`src/rtl/serial_lane_scheduler_pkg.sv`:
```
// Purpose: shared constants and FSM state type for the serial lane scheduler.
// Latency: n/a (types and constants only).
// Backpressure: n/a.
package serial_lane_scheduler_pkg;

    // K28.5 comma byte, sent on the lane whenever no data byte is valid.
    localparam logic [7:0] COM_SYM_DEF = 8'hBC;

    typedef enum logic [1:0] {
        ST_TRAIN = 2'd0,
        ST_IDLE  = 2'd1,
        ST_BURST = 2'd2
    } state_e;

endpackage

```
`src/rtl/serial_lane_scheduler_if.sv`:
```
// Purpose: requester-side handshake and serializer-side output bundle of the lane scheduler.
// Latency: n/a (wiring only).
// Backpressure: in_ready qualifies in_valid per requester; the serializer side has none.
// Ports: in_valid/in_data/in_last/in_ready per requester; data_out/valid_out to the
//        serializer; link_up and grant as status.
interface serial_lane_scheduler_if #(
    parameter int NUM_REQ = 2
) ();
    logic [NUM_REQ-1:0]   in_valid;
    logic [8*NUM_REQ-1:0] in_data;
    logic [NUM_REQ-1:0]   in_last;
    logic [NUM_REQ-1:0]   in_ready;
    logic [7:0]           data_out;
    logic                 valid_out;
    logic                 link_up;
    logic [NUM_REQ-1:0]   grant;

    // master: the requesters plus whoever watches the lane
    modport master (
        output in_valid, in_data, in_last,
        input  in_ready, data_out, valid_out, link_up, grant
    );

    // slave: the scheduler
    modport slave (
        input  in_valid, in_data, in_last,
        output in_ready, data_out, valid_out, link_up, grant
    );
endinterface

```
`src/rtl/serial_lane_scheduler_rr_arbiter.sv`:
```
// Purpose: combinational round-robin pick, first requester at or above the pointer, wrapping.
// Latency: 0 cycles (pure combinational).
// Backpressure: none; the caller decides when the pick is taken.
// Ports: req (request vector), ptr_oh (one-hot search start), gnt (one-hot winner), gnt_vld.
module rr_arbiter #(
    parameter int NUM_REQ = 2
) (
    input  logic [NUM_REQ-1:0] req,
    input  logic [NUM_REQ-1:0] ptr_oh,
    output logic [NUM_REQ-1:0] gnt,
    output logic               gnt_vld
);
    logic [NUM_REQ-1:0] upper_mask;
    logic [NUM_REQ-1:0] masked;
    logic [NUM_REQ-1:0] pick;

    always_comb begin
        // Bits at or above the pointer position; if none of those request,
        // wrap around to the full request vector.
        upper_mask = ~(ptr_oh - NUM_REQ'(1));
        masked     = req & upper_mask;
        pick       = (|masked) ? masked : req;
        // Isolate the lowest set bit.
        gnt        = pick & (~pick + NUM_REQ'(1));
        gnt_vld    = |req;
    end
endmodule

```
`src/rtl/serial_lane_scheduler.sv`:
```
// Purpose: shares one serializer lane among NUM_REQ byte sources after link training.
// Latency: 1 cycle from accepted byte to data_out/valid_out.
// Backpressure: in_ready only for the granted requester in BURST; others must hold.
// Ports: clk_4f byte clock, reset async active-low, bus (requester handshake,
//        serializer data/valid, link_up, registered one-hot grant).
module serial_lane_scheduler
    import serial_lane_scheduler_pkg::*;
#(
    parameter int         NUM_REQ      = 2,
    parameter int         MAX_BURST    = 4,
    parameter int         TRAIN_CYCLES = 4,
    parameter logic [7:0] COM_SYM      = COM_SYM_DEF
) (
    input  logic                  clk_4f,
    input  logic                  reset,
    serial_lane_scheduler_if.slave bus
);
    localparam int BCW = $clog2(MAX_BURST) + 1;
    localparam int TCW = $clog2(TRAIN_CYCLES + 1);

    state_e             state_q, state_d;
    logic [TCW-1:0]     train_cnt_q, train_cnt_d;
    logic [BCW-1:0]     byte_cnt_q, byte_cnt_d;
    logic [NUM_REQ-1:0] grant_q, grant_d;
    logic [NUM_REQ-1:0] ptr_q, ptr_d;       // one-hot search start (last_grant + 1)
    logic [7:0]         data_out_q, data_out_d;
    logic               valid_out_q, valid_out_d;
    logic               link_up_q, link_up_d;

    logic [NUM_REQ-1:0] arb_gnt;
    logic               arb_vld;
    logic [7:0]         sel_data;
    logic               sel_vld;
    logic               sel_last;

    rr_arbiter #(.NUM_REQ(NUM_REQ)) u_arb (
        .req     (bus.in_valid),
        .ptr_oh  (ptr_q),
        .gnt     (arb_gnt),
        .gnt_vld (arb_vld)
    );

    // One-hot OR-mux of the owner's byte; grant_q is zero outside BURST.
    always_comb begin
        sel_data = '0;
        for (int i = 0; i < NUM_REQ; i++) begin
            if (grant_q[i]) begin
                sel_data = sel_data | bus.in_data[8*i +: 8];
            end
        end
        sel_vld  = |(bus.in_valid & grant_q);
        sel_last = |(bus.in_last & grant_q);
    end

    assign bus.in_ready  = (state_q == ST_BURST) ? grant_q : '0;
    assign bus.data_out  = data_out_q;
    assign bus.valid_out = valid_out_q;
    assign bus.link_up   = link_up_q;
    assign bus.grant     = grant_q;

    always_comb begin
        state_d     = state_q;
        train_cnt_d = train_cnt_q;
        byte_cnt_d  = byte_cnt_q;
        grant_d     = grant_q;
        ptr_d       = ptr_q;
        link_up_d   = link_up_q;
        // Lane carries COM unless a byte is transferred this cycle.
        data_out_d  = COM_SYM;
        valid_out_d = 1'b0;

        case (state_q)
            ST_TRAIN: begin
                if (train_cnt_q == TCW'(TRAIN_CYCLES - 1)) begin
                    train_cnt_d = TCW'(TRAIN_CYCLES);
                    link_up_d   = 1'b1;
                    state_d     = ST_IDLE;
                end else begin
                    train_cnt_d = train_cnt_q + TCW'(1);
                end
            end
            ST_IDLE: begin
                if (arb_vld) begin
                    grant_d    = arb_gnt;
                    byte_cnt_d = '0;
                    state_d    = ST_BURST;
                end
            end
            ST_BURST: begin
                if (sel_vld) begin
                    data_out_d  = sel_data;
                    valid_out_d = 1'b1;
                    // in_last and the burst cap coinciding is a single exit.
                    if (sel_last || (byte_cnt_q == BCW'(MAX_BURST - 1))) begin
                        state_d    = ST_IDLE;
                        grant_d    = '0;
                        byte_cnt_d = '0;
                        // Next search starts one past the requester just served.
                        ptr_d      = {grant_q[NUM_REQ-2:0], grant_q[NUM_REQ-1]};
                    end else begin
                        byte_cnt_d = byte_cnt_q + BCW'(1);
                    end
                end
            end
            default: begin
                state_d = ST_TRAIN;
            end
        endcase
    end

    always_ff @(posedge clk_4f or negedge reset) begin
        if (!reset) begin
            state_q     <= ST_TRAIN;
            train_cnt_q <= '0;
            byte_cnt_q  <= '0;
            grant_q     <= '0;
            ptr_q       <= NUM_REQ'(1);     // pointer at requester 0
            data_out_q  <= COM_SYM;
            valid_out_q <= 1'b0;
            link_up_q   <= 1'b0;
        end else begin
            state_q     <= state_d;
            train_cnt_q <= train_cnt_d;
            byte_cnt_q  <= byte_cnt_d;
            grant_q     <= grant_d;
            ptr_q       <= ptr_d;
            data_out_q  <= data_out_d;
            valid_out_q <= valid_out_d;
            link_up_q   <= link_up_d;
        end
    end
endmodule

```
`src/flat_wrapper.sv`:
```
// flat-port wrapper written by rule: the top's interface ports become plain ports
module serial_lane_scheduler_flat import serial_lane_scheduler_pkg::*;
#(
    parameter int         NUM_REQ      = 2,
    parameter int         MAX_BURST    = 4,
    parameter int         TRAIN_CYCLES = 4,
    parameter logic [7:0] COM_SYM      = COM_SYM_DEF
)
  (clk_4f, reset, bus_in_valid, bus_in_data, bus_in_last, bus_in_ready, bus_data_out, bus_valid_out, bus_link_up, bus_grant);
  serial_lane_scheduler_if #(.NUM_REQ(NUM_REQ)) bus_i ();
  input  logic clk_4f;
  input  logic reset;
  input wire logic [$bits(bus_i.in_valid)-1:0] bus_in_valid;
  input wire logic [$bits(bus_i.in_data)-1:0] bus_in_data;
  input wire logic [$bits(bus_i.in_last)-1:0] bus_in_last;
  output wire logic [$bits(bus_i.in_ready)-1:0] bus_in_ready;
  output wire logic [$bits(bus_i.data_out)-1:0] bus_data_out;
  output wire logic [$bits(bus_i.valid_out)-1:0] bus_valid_out;
  output wire logic [$bits(bus_i.link_up)-1:0] bus_link_up;
  output wire logic [$bits(bus_i.grant)-1:0] bus_grant;
  assign bus_i.in_valid = bus_in_valid;
  assign bus_i.in_data = bus_in_data;
  assign bus_i.in_last = bus_in_last;
  assign bus_in_ready = bus_i.in_ready;
  assign bus_data_out = bus_i.data_out;
  assign bus_valid_out = bus_i.valid_out;
  assign bus_link_up = bus_i.link_up;
  assign bus_grant = bus_i.grant;
  serial_lane_scheduler #(.NUM_REQ(NUM_REQ), .MAX_BURST(MAX_BURST), .TRAIN_CYCLES(TRAIN_CYCLES), .COM_SYM(COM_SYM)) u_core (.clk_4f(clk_4f), .reset(reset), .bus(bus_i));
endmodule
```
`config.mk`:
```
export PLATFORM = sky130hd
export DESIGN_NAME = serial_lane_scheduler_flat
export DESIGN_NICKNAME = d
export VERILOG_FILES = /design/src/rtl/serial_lane_scheduler_pkg.sv /design/src/rtl/serial_lane_scheduler_if.sv /design/src/rtl/serial_lane_scheduler_rr_arbiter.sv /design/src/rtl/serial_lane_scheduler.sv /design/src/flat_wrapper.sv
export SDC_FILE = /design/constraint.sdc
export NUM_CORES = 1
export LEC_CHECK = 0
export ABC_AREA = 1
export CAP_MARGIN = 20
export CORE_UTILIZATION = 49
export CTS_BUF_LIST = sky130_fd_sc_hd__clkbuf_8 sky130_fd_sc_hd__clkbuf_16
export CTS_CLUSTER_DIAMETER = 120
export DETAILED_ROUTE_END_ITERATION = 10
export GPL_ROUTABILITY_DRIVEN = 0
export GPL_TIMING_DRIVEN = 0
export PLACE_DENSITY = 0.86
export RECOVER_POWER = 25
export SYNTH_ARGS = -nofsm -noshare
export SYNTH_HDL_FRONTEND = slang
export SYNTH_SLANG_ARGS = --single-unit
```
`constraint.sdc`:
```
create_clock -name clk_4f -period 2.1 [get_ports clk_4f]
set_input_delay 0.63 -clock clk_4f [delete_from_list [all_inputs] [get_ports clk_4f]]
set_output_delay 0.63 -clock clk_4f [all_outputs]
set_load 0.1 [all_outputs]
```
==> results of run 1 <==
==> worst min-delay path by stage <==
| stage | cells after the start | startpoint | slack, ps | end |
|---|---|---|---|---|
| after floorplan | 0 | reset | 330 | u_core.bus.data_out[0]$_DFF_PN0_ |
| after global placement | 2 | u_core.ptr_q[0]$_DFFE_PN1P_ | 450 | u_core.ptr_q[0]$_DFFE_PN1P_ |
| after detailed placement | 2 | u_core.ptr_q[0]$_DFFE_PN1P_ | 450 | u_core.ptr_q[0]$_DFFE_PN1P_ |
| after CTS | 2 | u_core.ptr_q[0]$_DFFE_PN1P_ | 460 | u_core.ptr_q[0]$_DFFE_PN1P_ |
| after global routing | 2 | u_core.ptr_q[0]$_DFFE_PN1P_ | 480 | u_core.ptr_q[0]$_DFFE_PN1P_ |
| final | 2 | u_core.ptr_q[0]$_DFFE_PN1P_ | 460 | u_core.ptr_q[0]$_DFFE_PN1P_ |
==> state kept, by name, summed over array words and instances, names as in the netlist <==
register              count
u_core.bus.link_up        1
u_core.byte_cnt_q         3
u_core.train_cnt_q        3
u_core.bus.grant          2
u_core.state_q            2
u_core.bus.data_out       8
u_core.bus.valid_out      1
u_core.ptr_q              2
==> power by group through the flow <==
stage / combinational [mW] / sequential [mW] / clock [mW]
2_1_floorplan: 0.608 / 0.914 / 0
5_1_grt: 1.20 / 0.730 / 0.323
3_3_place_gp: 1.10 / 0.653 / 0
4_1_cts: 1.14 / 0.654 / 0.316
6_report: 1.10 / 0.706 / 0.303
3_5_place_dp: 1.13 / 0.661 / 0
==> cell families after synthesis <==
logic type | count (synthesis) | share of synthesized area
AND/OR/NAND/NOR | 80 | 0.309
adder cells (fa/ha/maj) | 9 | 0.0981
buffers and inverters | 17 | 0.0556
AO/OA/AOI/OAI | 9 | 0.0513
flip-flops | 22 | 0.486
==> synth_stat cells, drive strengths merged <==
| master | instances |
|---|---|
| dfstp | 6 |
| a21oi | 6 |
| o21bai | 1 |
| nor2 | 6 |
| nand3b | 1 |
| clkbuf | 2 |
| ha | 9 |
| nand2 | 55 |
| nor3 | 2 |
| nand4 | 3 |
| nand3 | 13 |
| o21ai | 2 |
| dfrtp | 16 |
| inv | 15 |
==> area by class of cell <==
type	count	share of cell area
Sequential cell	22	0.351
Multi-Input combinational cell	98	0.332
Timing Repair Buffer	35	0.222
Inverter	15	0.0395
Clock buffer	4	0.0341
Tap cell	28	0.0217
==> repair_timing <==
action | 4_1_cts | 5_1_grt
pin swaps | 0 | 0
setup endpoints to repair | 14 | 3
gates cloned | 0 | 0
hold buffers | 0 | 0
resized for setup | 44 | 5
hold endpoints to repair | 0 | 0
==> per-stage QoR <==
stage,setup WS (ps),setup TNS (ps),cells
6_report,34.7,0,202
5_1_grt,0.410,0,202
4_1_cts,5.43,0,204
3_5_place_dp,-720,-2360,200
3_3_place_gp,-688,-2260,200
2_1_floorplan,77.4,0,137
==> metal layers <==
layer / GRT usage / vias up
met1: 0.283 / 500
met2: 0.433 / 33
met3: 0.0182 / 4
li1: - / 506
met4: 0.116 / 0
met5: 0 / -
==> qor.yml, run 1 <==
crit_arrival_ps: 1440
rr_worst_depth: 7
die_x_um: 50.4
cp-end-kind: "output pin"
routed_wl_um: 2670
r2r_slack_ps: 610
seqPwrFrac: 0.335
crit_type: "reg -> out"
finalClockSkew_ps: 1.58
synth_area_leaders: "dfrtp_1, nand2_1, dfstp_2"
num_vias: 1043
grt.total_usage: 0.239
routed-wl-met2_um: 1450
numCtsBuffers: 3
final_util: 0.730
grt_pass1_vias: 1047
internal-power_mw: 1.06
synth_cells: 137
fin_crit_ps: 2070
drc: 0
dpl_cell_area_um2: 1550
clkTransAtPathRegs_ps: 80
p_clk_frac: 0.144
setup.worst_path.end: "bus_valid_out"
routedWlPerCell_um: 13.2
p_comb_frac: 0.522
crit_path_max_incr_delay_ps: 850
ys_types: 19
nNetsFinal: 206
worstSetupStartpoint: "u_core.bus.valid_out$_DFF_PN0_"
cp.required_ps: 1470
syn_area_um2: 1150
fin_area_um2: 1620
cellLeakagePower_nw: 0.775
rr_endpoint: "u_core.bus.grant[1]$_DFFE_PN0P_"
postRouteAntennaNets: 0
final-setup-viol-count: 0
crit_buf_inv: 1
rsz0062_at_grt: "false"
hold_class: "reg -> reg"
avgSynthCellArea_um2: 8.37
top_layer: "met4"
r2r_start: "u_core.state_q[1]$_DFFE_PN0P_"
ir_drop_v: 0.000782
hold_violations: 0
ios: 36
dr_wl_met3_um: 112
hpwl_um: 1950
design_power_total_mw: 2.11
max-slew-margin-rel: 0.344
most-common-layout-cells: "nand2_1, clkdlybuf4s50_1, nand3_1, dfrtp_1, inv_1"
cts-htree-levels: 1
synth_top_area_cell: "dfrtp_1"
yosysSeqAreaShare: 0.486
grt-ovfl-total: 0
crit_slowest_cell: "dlygate4sd2_1"
routedLengthMet1_um: 1070
worst-path-stages: 1
max_cap_viol_count: 0
area_growth_pct: 40.8
drt-initial-drc-count: 26
port_buffers: 35
die_area_um2: 2540
power_density_nw_per_um2: 1310
clock.fmax_mhz: 484
diodes: 0
path_delay_family: "buffers and inverters"
whs_ps: 462
drt_first_pass_iters: 4
clk_latency_ps: 260
multi_input_area_um2: 536
cts_tree: "done"
ys_ff_latch: 22
grt_antenna_before_repair: 0
n_fill_cell: 166
cp_max_fo: 1
postCtsSetupBuffers: 0
cts-root-buf: "clkbuf_8"
regArea_um2: 567
start_util: 0.519
die_h_um: 50.4
rows: 17
grt_max_degree: 23
final_common_cell: "nand2_1"
fp.coreArea_um2: 2210
grt_pass1_wl_um: 4510
routed_via_density: 5.16
power.net_switching_mw: 1.05
synth_nets: 168
yosys.area.top_type_share: 0.349
switching_share: 0.497
cp_cell_sequence: "dlygate4sd2_1"
finalCritPeriodShare: 0.983
status: "complete, no violations"
slew_violations: 0
worst_slew_pin_slew_ps: 981
drive_gt1_frac: 0.195
yosysWarnings: 0
clock_sinks: 22
critPathLaunchType: "register"
clockBufferDepth: 2
(Power assumes the default switching activity.)
==> run 2: changes to the inputs <==
--- a/config.mk
+++ b/config.mk
@@ -6,13 +6,11 @@
 export NUM_CORES = 1
 export LEC_CHECK = 0
 export ABC_AREA = 1
-export CAP_MARGIN = 20
 export CORE_UTILIZATION = 49
 export CTS_BUF_LIST = sky130_fd_sc_hd__clkbuf_8 sky130_fd_sc_hd__clkbuf_16
 export CTS_CLUSTER_DIAMETER = 120
 export DETAILED_ROUTE_END_ITERATION = 10
 export GPL_ROUTABILITY_DRIVEN = 0
-export GPL_TIMING_DRIVEN = 0
 export PLACE_DENSITY = 0.86
 export RECOVER_POWER = 25
 export SYNTH_ARGS = -nofsm -noshare
==> run 2 against run 1 <==
  * Worst setup slack gained 64 ps
  * Cell count grew 0.99%
  * Flip-flop and latch count is the same
  * Critical path depth grew 4
  * Sequential power grew 1%
  * Wire length grew 6.6%
  * First-iteration DRC count shrank 3.8%
  * Sequential share of layout area shrank 2.1 points
==> qor.yml, run 2 (synthesis gave the netlist of run 1 again) <==
status: "complete, no violations"
cp-end-kind: "output pin"
max-slew-margin-rel: 0.816  # +0.472
drt_first_pass_iters: 4  # unchanged
critPathLaunchType: "register"
clockBufferDepth: 2  # unchanged
final_util: 0.775  # +0.0452
num_vias: 1045  # +0.19%
area_growth_pct: 49.5
grt.total_usage: 0.254  # +0.0142
cellLeakagePower_nw: 0.818  # +5.5%
port_buffers: 35  # unchanged
drive_gt1_frac: 0.227  # +0.0319
cts-root-buf: "clkbuf_8"
grt_max_degree: 23  # unchanged
slew_violations: 0  # unchanged
final_common_cell: "nand2_1"
cp.required_ps: 1470  # about the same
ir_drop_v: 0.000898  # +15%
die_area_um2: 2540  # unchanged
hold_violations: 0  # unchanged
diodes: 0  # unchanged
fp.coreArea_um2: 2210  # unchanged
drc: 0  # unchanged
rsz0062_at_grt: "false"
finalCritPeriodShare: 0.953  # -0.0304
grt_antenna_before_repair: 0  # unchanged
routed_via_density: 5.12  # -0.79%
fin_crit_ps: 2000  # -63.9 ps
fin_cells: 204  # +0.99%
largest_reg_flops: 8  # unchanged
power_density_nw_per_um2: 1290  # -1.1%
final.setup.tns_ps: 0  # unchanged
clock.fmax_mhz: 500  # +3.2%
final-setup-viol-count: 0  # unchanged
crit_type: "reg -> out"
clk_latency_ps: 270  # about the same
hold_buffers: 0  # unchanged
crit_arrival_ps: 1370  # -70 ps
numCtsBuffers: 3  # unchanged
cts-htree-levels: 1  # unchanged
clkTransAtPathRegs_ps: 80  # about the same
r2r_slack_ps: 570  # -40 ps
grt-ovfl-total: 0  # unchanged
grt_pass1_vias: 1017  # -2.9%
max_cap_viol_count: 0  # unchanged
drt-initial-drc-count: 25  # -3.8%
whs_ps: 475  # +13.5 ps
holdPathStages: 2  # unchanged
finalClockSkew_ps: 7.30  # +5.72 ps
die_h_um: 50.4  # unchanged
dp.cells: 199  # -0.50%
routedWlPerCell_um: 14.0  # +5.5%
start_util: 0.519  # unchanged
n_fill_cell: 164  # -1.2%
clock_sinks: 22  # unchanged
hpwl_um: 2130  # +8.9%
ios: 36  # unchanged
nNetsFinal: 208  # +0.97%
most-common-layout-cells: "nand2_1, clkdlybuf4s50_1, dfrtp_1, nand3_1"
pre_cts_ws_ps: 218  # +938 ps
grt_pass1_wl_um: 4600  # +2.2%
rr_worst_depth: 7  # unchanged
routed_wl_um: 2850  # +6.6%
cp_max_fo: 5  # +4
worst_slew_pin_slew_ps: 276  # -705 ps
worst_slack_ps: 98.6  # +63.9 ps
die_x_um: 50.4  # unchanged
postRouteAntennaNets: 0  # unchanged
rows: 17  # unchanged
cts_tree: "done"
hold_class: "reg -> reg"
## run 2: routing by layer
layer  track usage  routed length, µm  vias to the layer above
li1              -                  -                      509
met1         0.283               1090                      506
met2         0.464               1620                       25
met3        0.0485                100                        5
met4         0.106                 40                        0
met5             0                  0                        -
## run 2: critical path, stage by stage (launching register included)
cell and delay (ps):
dfrtp_1 390, inv_1 130, ha_4 190, nand2_1 110, clkinvlp_4 110, buf_12 170
## run 2: timing repair
action	in CTS	in global routing
gates resized for setup	0	2
endpoints found under the setup margin	2	2
buffers inserted	1	0
endpoints found under the hold margin	0	0
## run 2: final cells by class
cell class | instances | area [µm²] | share of cell area
inverter | 15 | 63.8 | 0.0372
sequential | 22 | 566 | 0.330
clock buffer | 3 | 41.3 | 0.0241
tap | 28 | 35.0 | 0.0204
clock inverter | 1 | 3.75 | 0.00219
multi-input combinational | 98 | 538 | 0.314
timing repair buffer | 37 | 468 | 0.273
## run 2: worst paths after layout
| path | from | end |
|---|---|---|
| max | u_core.state_q[0]$_DFFE_PN0P_ | bus_in_ready[1] |
| min in group asynchronous | reset | u_core.bus.data_out[0]$_DFF_PN0_ |
| max in group asynchronous | reset | u_core.ptr_q[0]$_DFFE_PN1P_ |
| min reg2reg | u_core.ptr_q[0]$_DFFE_PN1P_ | u_core.ptr_q[0]$_DFFE_PN1P_ |
| min | u_core.ptr_q[0]$_DFFE_PN1P_ | u_core.ptr_q[0]$_DFFE_PN1P_ |
| max reg2reg | u_core.state_q[1]$_DFFE_PN0P_ | u_core.bus.grant[1]$_DFFE_PN0P_ |
## run 2: metrics by stage
step / cell area [µm²] / power [mW]
floorplan: 1160 / 1.52
detailed placement: 1650 / 1.91
finish: 1720 / 2.22
global placement: 1650 / 1.86
CTS: 1700 / 2.20
global route: 1720 / 2.36
## run 2: report_power, final
| part | internal, mW | total [mW] | switching (mW) | leakage, nW |
|---|---|---|---|---|
| combinational | 0.432 | 1.23 | 0.800 | 0.524 |
| clock | 0.131 | 0.271 | 0.140 | 0.0269 |
| sequential | 0.567 | 0.713 | 0.145 | 0.267 |
==> run 3: changes to the inputs <==
--- a/config.mk
+++ b/config.mk
@@ -5,13 +5,12 @@
 export SDC_FILE = /design/constraint.sdc
 export NUM_CORES = 1
 export LEC_CHECK = 0
-export ABC_AREA = 1
-export CORE_UTILIZATION = 49
+export CORE_UTILIZATION = 44
 export CTS_BUF_LIST = sky130_fd_sc_hd__clkbuf_8 sky130_fd_sc_hd__clkbuf_16
 export CTS_CLUSTER_DIAMETER = 120
 export DETAILED_ROUTE_END_ITERATION = 10
 export GPL_ROUTABILITY_DRIVEN = 0
-export PLACE_DENSITY = 0.86
+export PLACE_DENSITY = 0.8
 export RECOVER_POWER = 25
 export SYNTH_ARGS = -nofsm -noshare
 export SYNTH_HDL_FRONTEND = slang
==> constraint.sdc (replaced) <==
create_clock -name clk_4f -period 1.85 [get_ports clk_4f]
set_input_delay 0.555 -clock clk_4f [delete_from_list [all_inputs] [get_ports clk_4f]]
set_output_delay 0.555 -clock clk_4f [all_outputs]
set_load 0.1 [all_outputs]
==> run 3 against run 2 <==
  * Non-clock buffer count grew 16
  * Count of clock-buffer cells in the layout is the same
  * Area after synthesis shrank 6.5%
  * Sequential share of layout area shrank 1.9 points
  * Flip-flop and latch count is the same
  * Clock skew shrank 5.8 ps
==> qor.yml, run 3 <==
ir_drop_v: 0.00143  # +59%
synth_area_leaders: "dfrtp_1, dfstp_2, ha_1"
regArea_um2: 566  # unchanged
ys_ff_latch: 22  # unchanged
crit_buf_inv: 1  # -2
cts-htree-levels: 1  # unchanged
clkTransAtPathRegs_ps: 70  # about the same
cts-root-buf: "clkbuf_8"
fp.coreArea_um2: 2250  # +1.9%
synth_ff_type: "dfrtp_1"
drt-initial-drc-count: 18  # -28%
fin_crit_ps: 1820
area_growth_pct: 69.5
clock_sinks: 22  # unchanged
start_util: 0.476  # -0.0431
cp-end-kind: "register"
power_density_nw_per_um2: 1560  # +21%
dp.cells: 160  # -20%
yosysSeqAreaShare: 0.520  # +0.0341
slew_violations: 0  # unchanged
cts_tree: "done"
synthTopCellsByCount: "dfrtp_1, ha_1, nor2_1"
num_vias: 890  # -15%
largest_reg_flops: 8  # unchanged
max_cap_viol_count: 0  # unchanged
routedWlPerCell_um: 16.6  # +19%
grt.total_usage: 0.233  # -0.0201
hold_violations: 0  # unchanged
drc: 0  # unchanged
min_delay_worst_endpoint: "u_core.train_cnt_q[0]$_DFFE_PN0P_"
die_x_um: 51.4  # +1.9%
holdPathStages: 1  # -1
fin_cells: 168  # -18%
die_area_um2: 2640  # +3.9%
rr_endpoint: "u_core.byte_cnt_q[2]$_DFFE_PN0P_"
synth-compound-area-share: 0.137  # +0.0853
routed_via_density: 5.30  # +3.4%
max-slew-margin-rel: 0.645  # -0.171
synth_mux_area_frac: 0.0992  # +0.0992
yosys.area_share.simple: 0.100  # -0.208
multi_input_area_um2: 524  # -2.6%
crit_type: "in -> reg"
synth_top_family_by_area: "compound AO/OA/AOI/OAI gates"
path_delay_family: "simple AND/OR/NAND/NOR gates"
drive_gt1_frac: 0.443  # +0.216
crit_path_max_incr_delay_ps: 420  # +30 ps
hp-start: "u_core.train_cnt_q[0]$_DFFE_PN0P_"
pre_cts_ws_ps: -346  # -564 ps
clk_latency_ps: 250  # -20 ps
worst_slack_ps: 27.7  # -71.0 ps
yosysMostFrequentCell: "dfrtp_1"
cp.required_ps: 1990  # +520 ps
clockBufferDepth: 2  # unchanged
finalClockSkew_ps: 1.48  # -5.82 ps
final_util: 0.806  # +0.0309
ios: 36  # unchanged
synth_edf_count: 0  # unchanged
worst_slew_pin_slew_ps: 533  # +256 ps
rows: 17  # unchanged
ys_types: 27  # +8
routed_wl_um: 2790  # -2.1%
nNetsFinal: 172  # -17%
clock.fmax_mhz: 549
critPathLaunchType: "primary input"
synth_top_area_cell: "dfrtp_1"
numCtsBuffers: 3  # unchanged
final_common_cell: "clkdlybuf4s50_1"
postRouteAntennaNets: 0  # unchanged
crit_slowest_cell: "clkdlybuf4s50_1"
synth_nets: 117  # -30%
async_flop_share: 1.00  # unchanged
cellLeakagePower_nw: 0.857  # +4.8%
cp_max_fo: 3  # -2
grt_antenna_before_repair: 0  # unchanged
hpwl_um: 1980  # -6.7%
n_fill_cell: 133  # -19%
syn_area_um2: 1070  # -6.5%
diodes: 0  # unchanged
yosys.area.top_type_share: 0.373  # +0.0244
crit_arrival_ps: 1960  # +590 ps
drt_first_pass_iters: 4  # unchanged
synth_cells: 86  # -37%
most-common-layout-cells: "clkdlybuf4s50_1, buf_4, buf_12, dfrtp_1"
port_buffers: 35  # unchanged
grt_max_degree: 23  # unchanged
worst-path-stages: 5  # unchanged
grt_pass1_wl_um: 4430  # -3.8%
status: "complete, no violations"
yosysWarnings: 0  # unchanged
grt-ovfl-total: 0  # unchanged
finalCritPeriodShare: 0.985
avgSynthCellArea_um2: 12.5  # +49%
design_power_total_mw: 2.84  # +28%
grt_pass1_vias: 958  # -5.8%
rr_worst_depth: 6  # -1
synthAdderAreaFrac: 0.105  # +0.00687
hold_class: "reg -> reg"
r2r_start: "u_core.state_q[0]$_DFFE_PN0P_"
final-setup-viol-count: 0  # unchanged
cp_cell_sequence: "clkdlybuf4s50_1, or3b_4, nand2_2, a21o_1, mux2_2"
die_h_um: 51.4  # +1.9%
r2r_slack_ps: 70  # -500 ps
synth_xor_area_frac: 0  # unchanged
-- run 3: cell types whose count changed in the layout (fill, tap and decap cells not counted), moves of 4 or more --
| cell | change |
|---|---|
| a221o_1 | +5 |
| buf_4 | +12 |
| inv_1 | -5 |
| mux2_2 | +5 |
| nand2_1 | -53 |
| nand3_1 | -11 |
| nor2_1 | +4 |
-- run 3: power by group --
group / leakage (nW) / internal [mW] / switching (mW)
registers: 0.265 / 0.652 / 0.0972
clock network: 0.0269 / 0.148 / 0.140
logic: 0.565 / 0.793 / 1.01
-- run 3: logic make-up (layout without fill, tap and decap cells) --
| group | count (synthesis) | in the layout |
|---|---|---|
| AOI/OAI and AO/OA | 18 | 18 |
| and+or+nand+nor | 19 | 19 |
| DFF | 22 | 22 |
| muxes | 9 | 9 |
| adders and majority gates | 9 | 9 |
| buffers and inverters | 9 | 63 |
-- run 3: worst max-delay path by stage --
stage	start	endpoint	slack (ps)
5_1_grt	bus_in_last[0]	u_core.state_q[1]$_DFFE_PN0P_	-20
6_report	bus_in_valid[1]	u_core.byte_cnt_q[2]$_DFFE_PN0P_	30
4_1_cts	u_core.state_q[1]$_DFFE_PN0P_	bus_in_ready[1]	3
2_1_floorplan	u_core.bus.grant[1]$_DFFE_PN0P_	bus_in_ready[1]	-2
3_3_place_gp	bus_in_valid[0]	u_core.byte_cnt_q[0]$_DFFE_PN0P_	-310
3_5_place_dp	bus_in_valid[0]	u_core.byte_cnt_q[2]$_DFFE_PN0P_	-350
-- run 3: cell type report --
cell class / instances / area share
clock inverter: 1 / 0.00206
timing repair buffer: 53 / 0.344
sequential: 22 / 0.311
tap: 28 / 0.0193
inverter: 6 / 0.0124
multi-input combinational: 55 / 0.288
clock buffer: 3 / 0.0227
-- run 3: per-layer routing --
| layer | wire (µm) | vias to the layer above | GRT usage | share of wire |
|---|---|---|---|---|
| li1 | - | 416 | - | - |
| met1 | 1090 | 427 | 0.260 | 0.39 |
| met2 | 1460 | 43 | 0.433 | 0.52 |
| met3 | 223 | 4 | 0.0655 | 0.080 |
| met4 | 19 | 0 | 0.0541 | 0.0068 |
| met5 | 0 | - | 0 | 0 |
-- run 3: stage by stage --
step                      TNS (ps)  instance area [µm²]  hold WS [ps]
after global routing         -15.7                 1820           530
after floorplan              -1.78                 1080           259
after CTS                        0                 1780           507
after global placement       -2350                 1700           467
final                            0                 1820           504
after detailed placement     -3130                 1700           497
-- run 3: what timing repair did --
action                                  4_1_cts  5_1_grt
gates resized for setup                       3        9
setup buffers                                 3        1
pin swaps                                     0        4
hold buffers                                  0        0
endpoints found under the setup margin        7        8
endpoints found under the hold margin         0        0
